<file path="src/rtl/switch_fabric_pkg.sv">
// Shared definitions for the switch-fabric egress path: flit geometry,
// field positions and the serializer state encoding.
package switch_fabric_pkg;

  function automatic int flit_width(input int data_w, input int addr_w, input int vc_w);
    return data_w + addr_w + vc_w + 3;
  endfunction

  // Control bits sit at the top of the flit, above vc/dest/data.
  function automatic int valid_bit(input int fw);
    return fw - 1;
  endfunction

  function automatic int head_bit(input int fw);
    return fw - 2;
  endfunction

  function automatic int tail_bit(input int fw);
    return fw - 3;
  endfunction

  localparam int DATA_WIDTH_DEF       = 128;
  localparam int ADDRESS_WIDTH_DEF    = 4;
  localparam int VC_ADDRESS_WIDTH_DEF = 1;
  localparam int FLIT_WIDTH_DEF       = flit_width(DATA_WIDTH_DEF, ADDRESS_WIDTH_DEF,
                                                   VC_ADDRESS_WIDTH_DEF);

  localparam int VALID_BIT = valid_bit(FLIT_WIDTH_DEF);
  localparam int HEAD_BIT  = head_bit(FLIT_WIDTH_DEF);
  localparam int TAIL_BIT  = tail_bit(FLIT_WIDTH_DEF);
  localparam int VC_MSB    = TAIL_BIT - 1;
  localparam int VC_LSB    = DATA_WIDTH_DEF + ADDRESS_WIDTH_DEF;
  localparam int DEST_MSB  = VC_LSB - 1;
  localparam int DEST_LSB  = DATA_WIDTH_DEF;

  typedef enum logic {
    IDLE = 1'b0,
    SEND = 1'b1
  } state_t;

endpackage

</file>
<file path="src/rtl/flit_serializer_if.sv">
// Wide-word handshake between the fabric aggregation stage and the serializer.
interface flit_serializer_if #(
  parameter int WORD_WIDTH = 4 * 136
);
  logic [WORD_WIDTH-1:0] i_data_in;
  logic                  i_valid_in;
  logic                  o_ready_in;

  modport master (output i_data_in, output i_valid_in, input o_ready_in);
  modport slave  (input i_data_in, input i_valid_in, output o_ready_in);
endinterface

</file>
<file path="src/rtl/flit_serializer_slot_select.sv">
// Lowest-set-bit priority encoder used to pick the next pending flit slot.
module slot_select #(
  parameter  int N     = 4,
  localparam int IDX_W = (N > 1) ? $clog2(N) : 1
) (
  input  logic [N-1:0]     mask,
  output logic [IDX_W-1:0] idx,
  output logic             any
);

  // Scanning downward lets the lowest set bit win.
  always_comb begin
    idx = '0;
    for (int i = N - 1; i >= 0; i--) begin
      if (mask[i]) idx = IDX_W'(i);
    end
  end

  assign any = |mask;

endmodule

</file>
<file path="src/rtl/flit_serializer.sv">
// Serializes a word of NOC_SPEEDUP packed flits onto one credit-controlled router port.
// Optional framing/credit checker: define FLIT_SERIALIZER_PROTO_CHECK_EN.
module flit_serializer
  import switch_fabric_pkg::*;
#(
  parameter  int DATA_WIDTH       = 128,
  parameter  int ADDRESS_WIDTH    = 4,
  parameter  int VC_ADDRESS_WIDTH = 1,
  parameter  int NOC_SPEEDUP      = 4,
  parameter  int BUFFER_DEPTH     = 8,
  localparam int FLIT_WIDTH       = flit_width(DATA_WIDTH, ADDRESS_WIDTH, VC_ADDRESS_WIDTH)
) (
  input  logic                  clk,
  input  logic                  rst,
  flit_serializer_if.slave      word,
  output logic [FLIT_WIDTH-1:0] o_flit_out,
  output logic                  o_flit_valid,
  input  logic                  i_credit_in,
  output logic                  o_proto_err
);

  localparam int IDX_W  = (NOC_SPEEDUP > 1) ? $clog2(NOC_SPEEDUP) : 1;
  localparam int CRED_W = $clog2(BUFFER_DEPTH + 1);
  localparam int VB     = valid_bit(FLIT_WIDTH);
  localparam logic [CRED_W-1:0] CRED_MAX = CRED_W'(BUFFER_DEPTH);

  state_t                 state, state_d;
  logic [NOC_SPEEDUP-1:0] pend_mask, pend_mask_d, in_mask, rest_mask;
  logic [FLIT_WIDTH-1:0]  hold [NOC_SPEEDUP];
  logic [FLIT_WIDTH-1:0]  cur_flit;
  logic [CRED_W-1:0]      credits;
  logic [IDX_W-1:0]       sel;
  logic                   any_pend, send, last, ready, accept;

  always_comb begin
    for (int s = 0; s < NOC_SPEEDUP; s++) begin
      in_mask[s] = word.i_data_in[s*FLIT_WIDTH + VB];
    end
  end

  slot_select #(.N(NOC_SPEEDUP)) u_slot_select (
    .mask (pend_mask),
    .idx  (sel),
    .any  (any_pend)
  );

  assign cur_flit  = hold[sel];
  assign rest_mask = pend_mask & ~(NOC_SPEEDUP'(1) << sel);
  assign send      = (state == SEND) && any_pend && (credits != '0);
  // Finishing the last pending flit frees the hold register in the same cycle.
  assign last      = send && (rest_mask == '0);
  assign ready     = (state == IDLE) || last;
  assign accept    = word.i_valid_in && ready;

  assign word.o_ready_in = ready;

  always_comb begin
    state_d      = state;
    pend_mask_d  = pend_mask;
    o_flit_out   = '0;
    o_flit_valid = 1'b0;
    case (state)
      IDLE: ;
      SEND: begin
        o_flit_out   = cur_flit;
        o_flit_valid = send;
        if (send) begin
          pend_mask_d = rest_mask;
          if (last) state_d = IDLE;
        end
      end
      default: state_d = IDLE;
    endcase
    // A word with no valid slots is dropped without leaving IDLE.
    if (accept) begin
      pend_mask_d = in_mask;
      state_d     = (|in_mask) ? SEND : IDLE;
    end
  end

  // ---- stage boundary: control state and credit counter ----
  always_ff @(posedge clk) begin
    if (rst) begin
      state     <= IDLE;
      pend_mask <= '0;
    end else begin
      state     <= state_d;
      pend_mask <= pend_mask_d;
    end
  end

  always_ff @(posedge clk) begin
    if (rst) begin
      credits <= CRED_MAX;
    end else if (send && !i_credit_in) begin
      credits <= credits - CRED_W'(1);
    end else if (!send && i_credit_in && (credits != CRED_MAX)) begin
      credits <= credits + CRED_W'(1);
    end
  end

  // ---- stage boundary: hold register (datapath, no reset) ----
  always_ff @(posedge clk) begin
    if (accept) begin
      for (int s = 0; s < NOC_SPEEDUP; s++) begin
        hold[s] <= word.i_data_in[s*FLIT_WIDTH +: FLIT_WIDTH];
      end
    end
  end

`ifdef FLIT_SERIALIZER_PROTO_CHECK_EN
  localparam int HB = head_bit(FLIT_WIDTH);
  localparam int TB = tail_bit(FLIT_WIDTH);

  logic pkt_open, proto_err, head, tail, bad;

  assign head = cur_flit[HB];
  assign tail = cur_flit[TB];
  // A head must find no open packet and any other flit must find one.
  assign bad  = (send && (head == pkt_open)) || (i_credit_in && (credits == CRED_MAX));

  always_ff @(posedge clk) begin
    if (rst) begin
      pkt_open  <= 1'b0;
      proto_err <= 1'b0;
    end else begin
      if (bad) proto_err <= 1'b1;
      if (send) pkt_open <= tail ? 1'b0 : (head ? 1'b1 : pkt_open);
    end
  end

  assign o_proto_err = proto_err;
`else
  assign o_proto_err = 1'b0;
`endif

endmodule
</file>
<file path="src/flat_wrapper.sv">
// flat-port wrapper written by rule: the top's interface ports become plain ports
module flit_serializer_flat import switch_fabric_pkg::*;
#(
  parameter  int DATA_WIDTH       = 128,
  parameter  int ADDRESS_WIDTH    = 4,
  parameter  int VC_ADDRESS_WIDTH = 1,
  parameter  int NOC_SPEEDUP      = 4,
  parameter  int BUFFER_DEPTH     = 8,
  localparam int FLIT_WIDTH       = flit_width(DATA_WIDTH, ADDRESS_WIDTH, VC_ADDRESS_WIDTH)
)
  (clk, rst, o_flit_out, o_flit_valid, i_credit_in, o_proto_err, word_i_data_in, word_i_valid_in, word_o_ready_in);
  flit_serializer_if word_i ();
  input  logic clk;
  input  logic rst;
  output logic [FLIT_WIDTH-1:0] o_flit_out;
  output logic o_flit_valid;
  input  logic i_credit_in;
  output logic o_proto_err;
  input wire logic [$bits(word_i.i_data_in)-1:0] word_i_data_in;
  input wire logic [$bits(word_i.i_valid_in)-1:0] word_i_valid_in;
  output wire logic [$bits(word_i.o_ready_in)-1:0] word_o_ready_in;
  assign word_i.i_data_in = word_i_data_in;
  assign word_i.i_valid_in = word_i_valid_in;
  assign word_o_ready_in = word_i.o_ready_in;
  flit_serializer #(.DATA_WIDTH(DATA_WIDTH), .ADDRESS_WIDTH(ADDRESS_WIDTH), .VC_ADDRESS_WIDTH(VC_ADDRESS_WIDTH), .NOC_SPEEDUP(NOC_SPEEDUP), .BUFFER_DEPTH(BUFFER_DEPTH)) u_core (.clk(clk), .rst(rst), .word(word_i), .o_flit_out(o_flit_out), .o_flit_valid(o_flit_valid), .i_credit_in(i_credit_in), .o_proto_err(o_proto_err));
endmodule
</file>
<file path="config.mk">
export PLATFORM = sky130hd
export DESIGN_NAME = flit_serializer_flat
export DESIGN_NICKNAME = d
export VERILOG_FILES = /design/src/rtl/switch_fabric_pkg.sv /design/src/rtl/flit_serializer_if.sv /design/src/rtl/flit_serializer_slot_select.sv /design/src/rtl/flit_serializer.sv /design/src/flat_wrapper.sv
export SDC_FILE = /design/constraint.sdc
export NUM_CORES = 1
export LEC_CHECK = 0
export CAP_MARGIN = 20
export CORE_AREA = 5 5 266 268
export CTS_BUF_LIST = sky130_fd_sc_hd__clkbuf_16
export CTS_CLUSTER_SIZE = 30
export DETAILED_ROUTE_END_ITERATION = 10
export DIE_AREA = 0 0 271 273
export SLEW_MARGIN = 0
export SYNTH_ARGS = -nofsm -noshare
export SYNTH_HDL_FRONTEND = slang
export SYNTH_SLANG_ARGS = --single-unit
</file>
<file path="constraint.sdc">
create_clock -name clk -period 22.7 [get_ports clk]
set_clock_uncertainty 0.2 [all_clocks]
set_input_delay 4.54 -clock clk [delete_from_list [all_inputs] [get_ports clk]]
set_output_delay 4.54 -clock clk [all_outputs]
set_load 0.02 [all_outputs]
</file>
---- Word level (Yosys, flattened, before mapping) ----
Memory sizes are Yosys's and may differ from the RTL's.
Cells that the tools add are included.
Widths: inputs -> output; s select.
word-level totals
  output and inout port bits .............. 139
  bits in writable memories ............... 544
  word-level logic and storage cells ...... 47
  memories ................................ 1
  bits in registers ....................... 9
  bits of input ports ..................... 548
operators by class
  add/sub/neg operators ................... 2
  muxes and demuxes ....................... 18
  shifts and indexed selects .............. 1
  equal/unequal tests ..................... 1
  bitwise logic cells ..................... 3
  reductions and logical operators ........ 18
memory list
  memory       depth  bits a word  read ports  clocked after memory_dff  wr ports  RTL line               source
  u_core.hold  4      136          1           0                         4         flit_serializer.sv:29  logic [FLIT_WIDTH-1:0] hold [NOC_SPEEDUP];
operator list
  operator             number
  $mux 136             1
  $mux 4               5
  $mux 1               8
  $mux 2               4
  $reduce_or 4->1      2
  $logic_and 1x1->1    7
  $reduce_bool 2->1    3
  $add 4x1->4 const B  1
  $and 4x4->4          1
  $logic_not 4->1      1
  $ne 4x4->1 const B   1
  $not 4->4            1
  $reduce_bool 4->1    1
  $shl 1x2->4 const A  1
  $sub 4x1->4 const B  1
  $logic_not 1->1      2
  $reduce_and 2->1     1
  $logic_or 1x1->1     1
  $not 1->1            1

---- Logic depth before layout (Yosys ltp) ----
Gate-level depths: netlist of the first run.
  depth after elaboration ................. 13
  gate-level depth with buffers ........... 10
  gate-level depth less buffers ........... 9

---- Cells and area by module ----
A second synthesis of the first run with hierarchy kept.
unflattened totals
  cell total of the unflattened synthesis .. 940
  area, all modules ....................... 21050.2 sq um
modules (own cells, without submodules)
  module           times used  area each (sq um)  cells each
  flit_serializer  1           21015.2            933
  slot_select      1           35.0               7

---- Least setup slack after synthesis of the first run ----
OpenSTA, ideal clock, no wires.
  path type ............................... input -> register
  start ................................... in word_i_valid_in
  end ..................................... mem u_core.hold[0][0] in the netlist's numbering, enable pin
  buffers on the path ..................... 0
  arrival time ............................ 15.199 ns
  setup slack ............................. 6.412 ns
  stages .................................. 2
  cells stage by stage .................... o21ai_0 inv_1
RTL lines
  item                RTL line               source
  start: declaration  flat_wrapper.sv:20     input wire logic [$bits(word_i.i_valid_in)-1:0] word_i_valid_in;
  end: declaration    flit_serializer.sv:29

---- Worst setup path in the final report of the first run ----
  start ................................... reg u_core.pend_mask[2]
  end ..................................... out o_flit_out[78]
between the ends
  word-level cells in the longest chain between the ends .. 5
RTL lines
  item                      RTL line                           source
  start: declaration        flit_serializer.sv:28              logic [NOC_SPEEDUP-1:0] pend_mask, pend_mask_d, in_mask, rest_mask;
  start signal: assignment  flit_serializer.sv:88              pend_mask <= pend_mask_d;
  $mux 2 (3 in series)      flit_serializer_slot_select.sv:15  if (mask[i]) idx = IDX_W'(i);
  $mem_v2 4x136             -
  $mux 136                  flit_serializer.sv:62              case (state)
  end: declaration          flat_wrapper.sv:15                 output logic [FLIT_WIDTH-1:0] o_flit_out;
No other way between the ends.

==> results.ini, run 1 <==
[grt]
antenna_found_initial=17
grt_pass1_wl_um=86900
grt_pass1_vias=13200
grt_overflow=0
grt_usage_pct=15.7
grt_max_degree=177

[cts]
htreeDepth=2
cts_resized=0
cts_sinks=553
cts.clk_slew.worst_paths_ns=0.06
ctsHoldBuffers=0
clockBufferDepth=3
insertion_delay_ns=0.59
cts_root_buf=clkbuf_16
cts_buffers=60
tritoncts=done
postCtsSetupBuffers=0

[detailed_routing]
routedWlPerCell_um=23.6
drtPass1Iterations=4
routed_wl_um=61000
via_per_inst=4.59
vias=11900
ant_nets=0
maxUsedRoutingLayer=met5
wl_met1_um=21400
dr.first_iter.drc_count=632
post-route-drc-count=0
wl_met2_um=31600
wl_met3_um=6760

[timing]
slew_violations=0
grt_setup_unrepaired=no
relSlewSlack_pct=15.0
setup_slack_ns=13.65
timing.fmax_mhz=110
worst_slew_pin_slew_ns=1.27
fin_crit_sh_pct=39.9
post-route-min-period_ns=9.05
holdWs_ns=0.426
tns_ns=0
finalSetupViolCount=0
finalHoldViolCount=0

[flow_run]
cap_violations=0

[pwr]
powerDensity_nw_per_um2=82.4
p_leak_nw=10.4
ir_drop_mv=0.0614

[layout]
area_growth_pct=45.4
multiInputGateArea_um2=4380
layout-drive-gt1-share_pct=13.4
fillers=5775
seq_area_um2=16500
nets=2197

[logic_synthesis]
yosysWarnings=0
synth_edf_count=544
synth-seq-cells=553
async_flop_share_pct=0
avgSynthCellArea_um2=22.5
synth.cell_area_um2=21200
synthesis.nets=1492
syn_inst=943
synthFlopType=edfxtp_1
yosysSeqAreaShare_pct=77.8
synth_cell_types=42

[outcome]
outcome=finished, final reports clean

[worst_hold_path]
min_path_type=reg2reg

[place]
numPortBuffers=685
post-place-ws_ns=13.85
gp_congestion=0.835
dp_hpwl_um=43800

[floorplanning]
die_area_um2=74000
rows=96
start_util_pct=31.2
core_um2=68100
die_h_um=273
die_x_um=271
ios=687

[setup_path]
cp_data_required_time_ns=17.96
cp_data_arrival_time_ns=4.31
crit_type=reg2out
slowest_delay_ns=0.82
crit_chain=nor2b_1 > o21bai_4 > buf_12 > buf_4 > mux4_2 > and2_1 > clkdlybuf4s50_1
critical_path_buf_inv_count=3
critPathLaunchType=register
crit_fanout=95
critPathTopFamily=buffers and inverters
endpoint_kind=primary output
slowest_stage=buf_4

[flip-flops by register name, summed over array words and instances, names as in the netlist]
signal,cells
u_core.pend_mask,4
u_core.state,1
u_core.hold,544
u_core.credits,4
[worst register-to-register path, cell delays in order, from the launching register on]
cell and delay [ns]:
dfxtp_4 0.59, o41ai_4 0.22, a211oi_1 0.40, o21ai_0 0.42
inv_8 0.88, buf_4 0.99, buf_4 0.91
[worst paths after layout]
path | startpoint | end | slack [ns] | cells after the start
max | u_core.pend_mask[2] | o_flit_out[78] | 13.65 | 7
max reg2reg | u_core.state | u_core.hold[2][78] | 17.68 | 6
min reg2reg | u_core.credits[1] | u_core.credits[1] | 0.43 | 2
min | u_core.credits[1] | u_core.credits[1] | 0.43 | 2
[cell usage in the layout (no fill, tap or decap), types with 7 or more instances in the layout]
cell type        instances
clkbuf_16               61
diode_2                 10
and2_1                 138
clkinv_1                17
edfxtp_1               544
dfxtp_1                  8
mux4_2                 136
inv_1                   21
clkinv_2                 7
clkdlybuf4s50_1        685
[cell usage after synthesis, types with 2 or more instances]
library cell,n,area (um^2)
or4_1,2,15.0
edfxtp_1,544,16300
buf_12,5,100
buf_4,11,82.6
o31ai_1,3,22.5
a211oi_1,2,15.0
nor3_1,3,15.0
nand2_1,2,7.51
nor2_1,6,22.5
nor2b_1,2,12.5
a211o_1,2,17.5
o311ai_0,3,26.3
nand3_1,3,15.0
inv_1,5,18.8
clkbuf_1,16,60.1
nand2b_1,2,12.5
o21ai_0,5,25.0
dfxtp_1,9,180
a21oi_1,5,25.0
mux4_2,136,3060
mux2i_1,2,20.0
buf_2,18,90.1
and2_1,138,863
[metal layers]
metal	vias to the layer above	track usage [%]
li1	5307	-
met3	79	7.29
met5	-	0
met1	5928	17.0
met2	546	28.1
met4	14	4.03
[per-stage QoR]
step                      cell area, um^2  instances  util, %  power, mW
after global placement              29000       2468     42.6       1.64
after floorplan                     21200        943        -       1.48
after detailed placement            29000       2468     42.6       1.64
after CTS                           30900       2578     45.3       2.59
final                               30900       2588     45.4       2.55
after global routing                30900       2585     45.3       2.65
[area by class of cell]
cell class | instances | share of cell area, %
sequential | 553 | 53.5
timing repair buffer | 694 | 22.5
multi-input combinational | 334 | 14.2
clock buffer | 61 | 4.94
tap | 882 | 3.57
clock inverter | 49 | 1.13
inverter | 5 | 0.0851
antenna | 10 | 0.0810
[where the power goes]
part	internal [mW]	switching, mW
Clock	0.540	0.391
Combinational	0.221	0.163
Sequential	1.21	0.0232
[logic make-up after synthesis]
family,share of synthesized area (%)
AO/OA/AOI/OAI,1.13
XOR/XNOR,0.0825
adder cells (fa/ha/maj),0.0589
buffers and inverters,1.71
flip-flops,77.8
multiplexers,14.6
other,0.0177
AND/OR/NAND/NOR,4.67
(Power assumes the default switching activity.)
==> run 2: changes to the inputs <==
Clock period 22.7 ns to 7.7 ns, I/O delays scaled along.
==> results.ini, run 2 (synthesis results as in run 1) <==
[outcome]
outcome=finished, final reports clean

[cts]
clockBufferDepth=3
cts.clk_slew.worst_paths_ns=0.06
htreeDepth=2
postCtsSetupBuffers=0
cts_root_buf=clkbuf_16
insertion_delay_ns=0.59
tritoncts=done
cts_resized=0
cts_sinks=553
ctsHoldBuffers=0
cts_buffers=59

[place]
dp_hpwl_um=42500
postPlaceCellArea_um2=29100
numPortBuffers=685
dp.cells=2472
gp_congestion=0.793
post-place-ws_ns=2.75

[layout]
top_register=u_core.hold
instances_no_fill=2582
largest_reg_flops=544
final_cell_mix=clkdlybuf4s50_1, edfxtp_1, and2_1
layout-drive-gt1-share_pct=13.6
area_growth_pct=45.0
design_area_um2=30800
fillers=5815
nets=2200
layout_commonest_cell=clkdlybuf4s50_1
top_regs=u_core.hold x544, u_core.credits x4, u_core.pend_mask x4
final_util_pct=45.2

[flow_run]
cap_violations=0

[timing]
grt_setup_unrepaired=no
finalSetupViolCount=0
setup_slack_ns=2.23
finalHoldViolCount=0
relSlewSlack_pct=25.6
post-route-min-period_ns=5.47
holdWs_ns=0.395
timing.fmax_mhz=183
fin_crit_sh_pct=71.0
tns_ns=0
worst_slew_pin_slew_ns=1.12
slew_violations=0

[setup_path]
critPathLaunchType=register
crit_type=reg2out
crit_chain=nor2b_1 > o21bai_4 > buf_12 > mux4_2 > and2_1 > clkdlybuf4s50_1
slowest_delay_ns=0.61
cp_data_arrival_time_ns=3.73
critical_path_buf_inv_count=2
crit_fanout=63
slowest_stage=mux4_2
critPathLaunch=u_core.pend_mask[2]
cp_data_required_time_ns=5.96
critPathTopFamily=buffers and inverters
reg2reg_from=u_core.pend_mask[0]
endpoint_kind=primary output

[pwr]
p_total_mw=7.29
ir_drop_mv=0.202
p_leak_nw=10.3
powerDensity_nw_per_um2=237

[detailed_routing]
drtPass1Iterations=4
via_per_inst=4.60
ant_nets=0
routedWlPerCell_um=22.9
vias=11900
dr.first_iter.drc_count=737
post-route-drc-count=0
routed_wl_um=59200

[grt]
grt_usage_pct=15.3
grt_overflow=0
grt_max_degree=169
grt_pass1_vias=13000
antenna_found_initial=22
grt_pass1_wl_um=84900

[floorplanning]
die_x_um=271
die_h_um=273
ios=687
start_util_pct=31.2
core_um2=68100
die_area_um2=74000
rows=96

[worst_hold_path]
min_path_type=reg2reg
hp-start=u_core.credits[1]

run 2: cell types whose count changed in the layout (fill, tap and decap cells not counted), moves of 2 or more:
cell	before	now
clkinvlp_4	1	3
bufinv_16	5	1
clkinv_8	0	2
clkbuf_16	61	59
clkinv_1	17	11
buf_12	3	7
run 2: layout make-up:
type | count | area, um^2 | share of cell area, %
multi-input cells | 334 | 4390 | 14.2
clock inverters | 41 | 229 | 0.743
flip-flops and latches | 553 | 16500 | 53.6
clock buffers | 59 | 1480 | 4.79
repair buffers | 698 | 7040 | 22.9
inverters | 5 | 22.5 | 0.0731
well taps | 882 | 1100 | 3.58
diodes | 10 | 25.0 | 0.0812
run 2: worst register-to-register path: stages, from the launching register on:
cell and delay (ns):
dfxtp_1 0.42, o41ai_4 0.51, a211oi_1 0.18, o21ai_4 0.25
clkinvlp_4 0.77, buf_12 0.51
run 2: final timing paths:
kind / end / slack (ns) / cells past startpoint
max: o_flit_out[0] / 2.23 / 6
min: u_core.credits[1] / 0.40 / 2
max reg2reg: u_core.hold[3][30] / 4.03 / 5
min reg2reg: u_core.credits[1] / 0.40 / 2
run 2: where the power goes:
part | internal (mW) | switching (mW)
Clock | 1.41 | 1.12
Combinational | 0.658 | 0.486
Sequential | 3.56 | 0.0631
Total | 5.63 | 1.67
run 2: routing by layer:
| layer | track usage, % | part of all wire (%) | vias to the layer above |
|---|---|---|---|
| met4 | 4.43 | 2.4 | 18 |
| met1 | 16.7 | 36 | 5937 |
| li1 | - | - | 5304 |
| met2 | 27.3 | 52 | 502 |
| met5 | 0 | 0.21 | - |
| met3 | 6.43 | 10 | 109 |
